--- src/rtl/cache_fill_fsm_pkg.sv ---
// rtl/cache_fill_fsm_pkg.sv - shared types and constants for the cache block fill initiator
package cache_fill_pkg;

  typedef enum logic {
    IDLE = 1'b0,
    FILL = 1'b1
  } fill_state_t;

  localparam int ADDR_WIDTH_DEFAULT      = 16;
  localparam int WORDS_PER_BLOCK_DEFAULT = 8;
  localparam int OFFSET_BITS             = $clog2(WORDS_PER_BLOCK_DEFAULT);
  localparam int MEM_READ_LATENCY        = 4;

endpackage

--- src/rtl/cache_fill_fsm_if.sv ---
// rtl/cache_fill_fsm_if.sv - miss, memory read and cache fill signals of the block fill initiator
interface cache_fill_fsm_if
  import cache_fill_pkg::*;
#(
  parameter int ADDR_WIDTH = ADDR_WIDTH_DEFAULT
);

  logic                  miss_detected;
  logic [ADDR_WIDTH-1:0] miss_address;
  logic                  fsm_busy;
  logic                  mem_enable;
  logic [ADDR_WIDTH-1:0] memory_address;
  logic                  mem_data_valid;
  logic [15:0]           mem_data_in;
  logic                  write_data_array;
  logic [ADDR_WIDTH-1:0] fill_address;
  logic [15:0]           fill_data;
  logic                  write_tag_array;

  modport master (
    input  miss_detected, miss_address, mem_data_valid, mem_data_in,
    output fsm_busy, mem_enable, memory_address,
    output write_data_array, fill_address, fill_data, write_tag_array
  );

  modport slave (
    output miss_detected, miss_address, mem_data_valid, mem_data_in,
    input  fsm_busy, mem_enable, memory_address,
    input  write_data_array, fill_address, fill_data, write_tag_array
  );

endinterface

--- src/rtl/cache_fill_fsm_block_offset_counter.sv ---
// rtl/cache_fill_fsm_block_offset_counter.sv - counts the words of one block from a start offset
// The offset wraps inside the block; the count saturates at WORDS_PER_BLOCK and raises done.
module block_offset_counter #(
  parameter int WORDS_PER_BLOCK = 8
) (
  input  logic                               clk,
  input  logic                               rst_n,
  input  logic                               load,
  input  logic [$clog2(WORDS_PER_BLOCK)-1:0] start_offset,
  input  logic                               enable,
  output logic                               done,
  output logic                               last,
  output logic [$clog2(WORDS_PER_BLOCK)-1:0] offset
);

  localparam int OFS_W = $clog2(WORDS_PER_BLOCK);
  localparam int CNT_W = OFS_W + 1;
  localparam logic [CNT_W-1:0] FULL = CNT_W'(WORDS_PER_BLOCK);

  logic [CNT_W-1:0] count_q;
  logic [OFS_W-1:0] start_q;

  always_ff @(posedge clk or negedge rst_n) begin
    if (!rst_n) begin
      count_q <= '0;
      start_q <= '0;
    end else if (load) begin
      count_q <= '0;
      start_q <= start_offset;
    end else if (enable && !done) begin
      count_q <= count_q + CNT_W'(1);
    end
  end

  assign done   = (count_q == FULL);
  assign last   = (count_q == FULL - CNT_W'(1));
  // Adding in OFS_W bits drops the carry, so the offset never leaves the block.
  assign offset = start_q + count_q[OFS_W-1:0];

endmodule

--- src/rtl/cache_fill_fsm.sv ---
// rtl/cache_fill_fsm.sv - fetches one cache block on a miss and streams it into the data/tag arrays
// Build macro CRITICAL_WORD_FIRST_EN starts issue and receive at the missed word instead of word 0.
module cache_fill_fsm
  import cache_fill_pkg::*;
#(
  parameter int ADDR_WIDTH      = ADDR_WIDTH_DEFAULT,
  parameter int WORDS_PER_BLOCK = WORDS_PER_BLOCK_DEFAULT
) (
  input logic              clk,
  input logic              rst_n,
  cache_fill_fsm_if.master bus
);

  localparam int OFS_W = $clog2(WORDS_PER_BLOCK);
  localparam int BLK_W = OFS_W + 1;

  fill_state_t               state_q;
  fill_state_t               state_d;
  logic [ADDR_WIDTH-1:BLK_W] base_q;
  logic [OFS_W-1:0]          start_offset;
  logic [OFS_W-1:0]          issue_offset;
  logic [OFS_W-1:0]          rx_offset;
  logic                      issue_done;
  logic                      issue_last_unused;
  logic                      rx_done;
  logic                      rx_last;
  logic                      load;
  logic                      issue_en;
  logic                      fill_write;
  logic [BLK_W-1:0]          miss_low_unused;

  assign load            = (state_q == IDLE);
  assign issue_en        = (state_q == FILL) && !issue_done;
  assign fill_write      = (state_q == FILL) && bus.mem_data_valid && !rx_done;
  assign miss_low_unused = bus.miss_address[BLK_W-1:0];

`ifdef CRITICAL_WORD_FIRST_EN
  assign start_offset = bus.miss_address[BLK_W-1:1];
`else
  assign start_offset = '0;
`endif

  block_offset_counter #(
    .WORDS_PER_BLOCK (WORDS_PER_BLOCK)
  ) u_issue_cnt (
    .clk          (clk),
    .rst_n        (rst_n),
    .load         (load),
    .start_offset (start_offset),
    .enable       (issue_en),
    .done         (issue_done),
    .last         (issue_last_unused),
    .offset       (issue_offset)
  );

  block_offset_counter #(
    .WORDS_PER_BLOCK (WORDS_PER_BLOCK)
  ) u_rx_cnt (
    .clk          (clk),
    .rst_n        (rst_n),
    .load         (load),
    .start_offset (start_offset),
    .enable       (fill_write),
    .done         (rx_done),
    .last         (rx_last),
    .offset       (rx_offset)
  );

  always_ff @(posedge clk or negedge rst_n) begin
    if (!rst_n) begin
      state_q <= IDLE;
    end else begin
      state_q <= state_d;
    end
  end

  always_ff @(posedge clk or negedge rst_n) begin
    if (!rst_n) begin
      base_q <= '0;
    end else if ((state_q == IDLE) && bus.miss_detected) begin
      base_q <= bus.miss_address[ADDR_WIDTH-1:BLK_W];
    end
  end

  always_comb begin
    state_d = state_q;
    case (state_q)
      IDLE:    if (bus.miss_detected) state_d = FILL;
      FILL:    if (fill_write && rx_last) state_d = IDLE;
      default: state_d = IDLE;
    endcase
  end

  // Returns arriving while IDLE are stale (fill cut short by reset) and are dropped.
  always_comb begin
    bus.fsm_busy         = 1'b0;
    bus.mem_enable       = 1'b0;
    bus.memory_address   = '0;
    bus.write_data_array = 1'b0;
    bus.fill_address     = '0;
    bus.fill_data        = '0;
    bus.write_tag_array  = 1'b0;
    if (state_q == FILL) begin
      bus.fsm_busy = 1'b1;
      if (issue_en) begin
        bus.mem_enable     = 1'b1;
        bus.memory_address = {base_q, issue_offset, 1'b0};
      end
      if (fill_write) begin
        bus.write_data_array = 1'b1;
        bus.fill_address     = {base_q, rx_offset, 1'b0};
        bus.fill_data        = bus.mem_data_in;
        bus.write_tag_array  = rx_last;
      end
    end
  end

  a_return_follows_request: assert property (@(posedge clk) disable iff (!rst_n)
    fill_write |-> $past(bus.mem_enable, MEM_READ_LATENCY));

endmodule

--- src/flat_wrapper.sv ---
// flat-port wrapper written by rule: the top's interface ports become plain ports
module cache_fill_fsm_flat import cache_fill_pkg::*;
#(
  parameter int ADDR_WIDTH      = ADDR_WIDTH_DEFAULT,
  parameter int WORDS_PER_BLOCK = WORDS_PER_BLOCK_DEFAULT
)
  (clk, rst_n, bus_miss_detected, bus_miss_address, bus_mem_data_valid, bus_mem_data_in, bus_fsm_busy, bus_mem_enable, bus_memory_address, bus_write_data_array, bus_fill_address, bus_fill_data, bus_write_tag_array);
  cache_fill_fsm_if #(.ADDR_WIDTH(ADDR_WIDTH)) bus_i ();
  input logic clk;
  input logic rst_n;
  input wire logic [$bits(bus_i.miss_detected)-1:0] bus_miss_detected;
  input wire logic [$bits(bus_i.miss_address)-1:0] bus_miss_address;
  input wire logic [$bits(bus_i.mem_data_valid)-1:0] bus_mem_data_valid;
  input wire logic [$bits(bus_i.mem_data_in)-1:0] bus_mem_data_in;
  output wire logic [$bits(bus_i.fsm_busy)-1:0] bus_fsm_busy;
  output wire logic [$bits(bus_i.mem_enable)-1:0] bus_mem_enable;
  output wire logic [$bits(bus_i.memory_address)-1:0] bus_memory_address;
  output wire logic [$bits(bus_i.write_data_array)-1:0] bus_write_data_array;
  output wire logic [$bits(bus_i.fill_address)-1:0] bus_fill_address;
  output wire logic [$bits(bus_i.fill_data)-1:0] bus_fill_data;
  output wire logic [$bits(bus_i.write_tag_array)-1:0] bus_write_tag_array;
  assign bus_i.miss_detected = bus_miss_detected;
  assign bus_i.miss_address = bus_miss_address;
  assign bus_i.mem_data_valid = bus_mem_data_valid;
  assign bus_i.mem_data_in = bus_mem_data_in;
  assign bus_fsm_busy = bus_i.fsm_busy;
  assign bus_mem_enable = bus_i.mem_enable;
  assign bus_memory_address = bus_i.memory_address;
  assign bus_write_data_array = bus_i.write_data_array;
  assign bus_fill_address = bus_i.fill_address;
  assign bus_fill_data = bus_i.fill_data;
  assign bus_write_tag_array = bus_i.write_tag_array;
  cache_fill_fsm #(.ADDR_WIDTH(ADDR_WIDTH), .WORDS_PER_BLOCK(WORDS_PER_BLOCK)) u_core (.clk(clk), .rst_n(rst_n), .bus(bus_i));
endmodule
--- config.mk ---
export PLATFORM = sky130hd
export DESIGN_NAME = cache_fill_fsm_flat
export DESIGN_NICKNAME = d
export VERILOG_FILES = /design/src/rtl/cache_fill_fsm_pkg.sv /design/src/rtl/cache_fill_fsm_if.sv /design/src/rtl/cache_fill_fsm_block_offset_counter.sv /design/src/rtl/cache_fill_fsm.sv /design/src/flat_wrapper.sv
export SDC_FILE = /design/constraint.sdc
export NUM_CORES = 1
export LEC_CHECK = 0
export CORE_AREA = 2 2 68 70
export CTS_CLUSTER_DIAMETER = 120
export DETAILED_ROUTE_END_ITERATION = 6
export DIE_AREA = 0 0 70 72
export PLACE_DENSITY = 0.7
export SYNTH_ARGS = -nofsm -noshare
export SYNTH_HDL_FRONTEND = slang
export SYNTH_SLANG_ARGS = --single-unit
--- constraint.sdc ---
create_clock -name clk -period 1.85 [get_ports clk]
set_input_delay 0.37 -clock clk [delete_from_list [all_inputs] [get_ports clk]]
set_output_delay 0.37 -clock clk [all_outputs]
set_load 0.02 [all_outputs]
==> qor.yml <==
htree_levels: 1
yosys.cell_types.count: 23
start_util: 0.300
seq_power_share: 0.193
path_clk_slew_ns: 0.08
outcome: "complete, but fails checks"
drtAntennaViolNets: 0
synthToLayoutAreaGrowth_pct: 103
antennaDiodeCount: 0
postSynthCellCount: 126
utilization: 0.608
yosysSeqAreaShare: 0.411
cp.arrival_ns: 1.56
cap_viol_max_count: 0
wl_met2_mm: 2.03
final_max_slew_viol_count: 0
topRoutingLayerUsed: "met4"
drt-total-wl_mm: 4.06
comb_power_share: 0.737
wl_met1_mm: 1.69
end_kind: "output port"
fillers: 363
dieWidth_um: 70
setup_viol: 30
grt_pass1_vias: 1319
ioPinCount: 88
die_h_um: 72
vias: 1298
wl_per_cell_um: 14.3
dr_wl_met3_um: 311
drcViolationCount: 0
clk_path_buf_depth: 2
synthMuxAreaShare: 0.129
synth_area_mm2: 0.00128
drt_iter0_drc: 22
nets: 274
setup_slack_ns: -0.0827
fin_crit_sh: 1.04
hp-class: "input port to asynchronous set/reset pin"
synthSimpleGateAreaFrac: 0.282
synth_compound_area_frac: 0.0352
p_int_mw: 2.65
yosysTopAreaCell: "dfrtp_1"
grt_overflow: 0
p_leak_nw: 1.27
cts_buffers: 3
first_pass_iters: 4
grt_pass1_wl_mm: 6.36
required_ns: 1.48
cp-start-kind: "flop"
synth_top_area_share: 0.411
critical_path.max_fanout: 6
detailed_place_hpwl_mm: 2.74
grt_setup_unrepaired: "true"
clock_sink_count: 21
yosysWarnings: 0
grt_max_degree: 23
numPortBuffers: 81
place_inst: 273
p_sw_mw: 1.74
synthAdderAreaFrac: 0.0391
ir_worst_vdd_mv: 0.863
die_area_mm2: 0.00504
placed_area_mm2: 0.00227
pre_cts_ws_ns: -0.637
synth-seq-cells: 21
via_per_inst: 4.55
cts-root-buf: "clkbuf_8"
fin_cells: 285
gp_congestion: 0.822
antenna_found_initial: 0
sw_frac_of_total: 0.396
period_needed_ns: 1.93
drive_gt1_frac: 0.571
core_mm2: 0.00426
final_area_mm2: 0.00259
power_per_cell_area_mw_per_mm2: 1690
cts_tree: "built"
critPathKind: "flop to output port"
clk-insertion-delay-late_ns: 0.26
violations: "negative setup slack"
clock_skew_ns: 0.00565
rows: 24
power.share.clock: 0.069
fmax_mhz: 517
synth_xor_xnor_area_share: 0.0274
grt_usage: 0.157
syn_area_per_cell_um2: 10.1
synth_top_family_by_area: "simple AND/OR/NAND/NOR gates"
hold_buffers: 0
synthTopCellsByArea: "dfrtp_1 41%, and2_1 16%, mux2_2 11%, and3_1 6.8%, ha_1 3.9%"
hold_viol: 0
-- cell families (layout without fill, tap and decap cells) --
| group | count (synthesis) | count (layout) |
|---|---|---|
| adders and majority gates | 4 | 4 |
| and+or+nand+nor | 61 | 61 |
| DFF | 21 | 21 |
| other | 1 | 2 |
| muxes | 15 | 15 |
| xor gates and xnor gates | 4 | 4 |
| AOI/OAI and AO/OA | 4 | 4 |
| buffers and inverters | 16 | 122 |
-- final timing paths --
check | start | slack (ns) | end | cells after the start
max | u_core.u_rx_cnt.count_q[1] | -0.08 | bus_fill_data[8] | 7
min | rst_n | 0.46 | u_core.u_rx_cnt.count_q[1] | 2
max reg2reg | u_core.u_rx_cnt.count_q[1] | 0.35 | u_core.u_rx_cnt.count_q[1] | 8
min reg2reg | u_core.base_q[8] | 0.54 | u_core.base_q[8] | 1
max in group asynchronous | rst_n | 1.17 | u_core.u_issue_cnt.count_q[2] | 2
min in group clk | u_core.base_q[8] | 0.54 | u_core.base_q[8] | 1
-- synth_stat cells --
master / count
nor2_1: 7
nand3_1: 1
nand3b_2: 1
inv_1: 7
clkbuf_1: 3
a31o_2: 1
nor2b_1: 1
a211oi_1: 1
buf_4: 3
ha_1: 4
and3_1: 14
dfrtp_1: 21
xnor2_1: 1
nand4_1: 2
and2_1: 32
o21bai_1: 1
conb_1: 1
buf_6: 3
mux2_2: 12
a31oi_4: 1
nand2_1: 3
xor2_1: 3
mux2i_1: 3
-- power by group through the flow --
stage | clock network [mW] | registers [mW] | logic, mW
after CTS | 0.319 | 0.822 | 2.50
after detailed placement | 0 | 0.830 | 2.69
final | 0.304 | 0.849 | 3.24
after global placement | 0 | 0.819 | 2.66
after floorplan | 0 | 0.837 | 1.41
after global routing | 0.331 | 0.878 | 3.44
-- through the flow --
step | TNS [ns] | hold WS [ns] | power (mW)
finish | -1.93 | 0.456 | 4.39
CTS | -2.48 | 0.469 | 3.64
global placement | -19.99 | 0.503 | 3.48
detailed placement | -20.93 | 0.506 | 3.52
floorplan | 0 | 0.0744 | 2.24
global route | -3.76 | 0.495 | 4.65
-- cells in the final DEF (no fill, tap or decap), types with 2 or more instances in the layout --
| cell | instances |
|---|---|
| and2_1 | 10 |
| and2_4 | 22 |
| and3_1 | 3 |
| and3_4 | 11 |
| buf_12 | 2 |
| buf_2 | 2 |
| buf_4 | 19 |
| buf_6 | 51 |
| clkbuf_8 | 3 |
| clkdlybuf4s50_1 | 30 |
| conb_1 | 2 |
| dfrtp_1 | 21 |
| dlygate4sd2_1 | 5 |
| ha_1 | 2 |
| inv_1 | 5 |
| inv_2 | 2 |
| mux2_2 | 12 |
| mux2i_1 | 3 |
| nand2_1 | 2 |
| nand4_1 | 2 |
| nor2_1 | 7 |
| xor2_1 | 3 |
-- cell type report --
class / instances / area (µm²) / area share
timing repair buffer: 111 / 1130 / 0.436
multi-input combinational: 90 / 800 / 0.308
sequential: 21 / 526 / 0.203
tap: 52 / 65.1 / 0.0251
clock buffer: 3 / 41.3 / 0.0159
inverter: 7 / 26.3 / 0.0101
clock inverter: 1 / 5.00 / 0.00193
-- state kept, by name (all words and copies together) (netlist names) --
name and count:
u_core.base_q 12, u_core.u_issue_cnt.count_q 4, u_core.u_rx_cnt.count_q 4, u_core.state_q 1
-- repair_timing --
item / in CTS / in global routing
hold endpoints to repair: 0 / 0
pin swaps: 4 / 9
gates resized for setup: 211 / 117
gates cloned: 4 / 1
buffers inserted: 2 / 2
setup endpoints to repair: 50 / 45
-- per-layer routing --
layer / global-route usage / up-vias
met1: 0.205 / 607
met4: 0.0321 / 0
met2: 0.270 / 64
li1: - / 622
met5: 0 / -
met3: 0.0361 / 5
-- critical path: stages, from the launching register on --
cell     delay (ns)
dfrtp_1        0.35
inv_1          0.05
ha_2           0.19
a31oi_4        0.18
buf_12         0.15
buf_6          0.12
and2_1         0.14
buf_6          0.12
(Power assumes the default switching activity.)
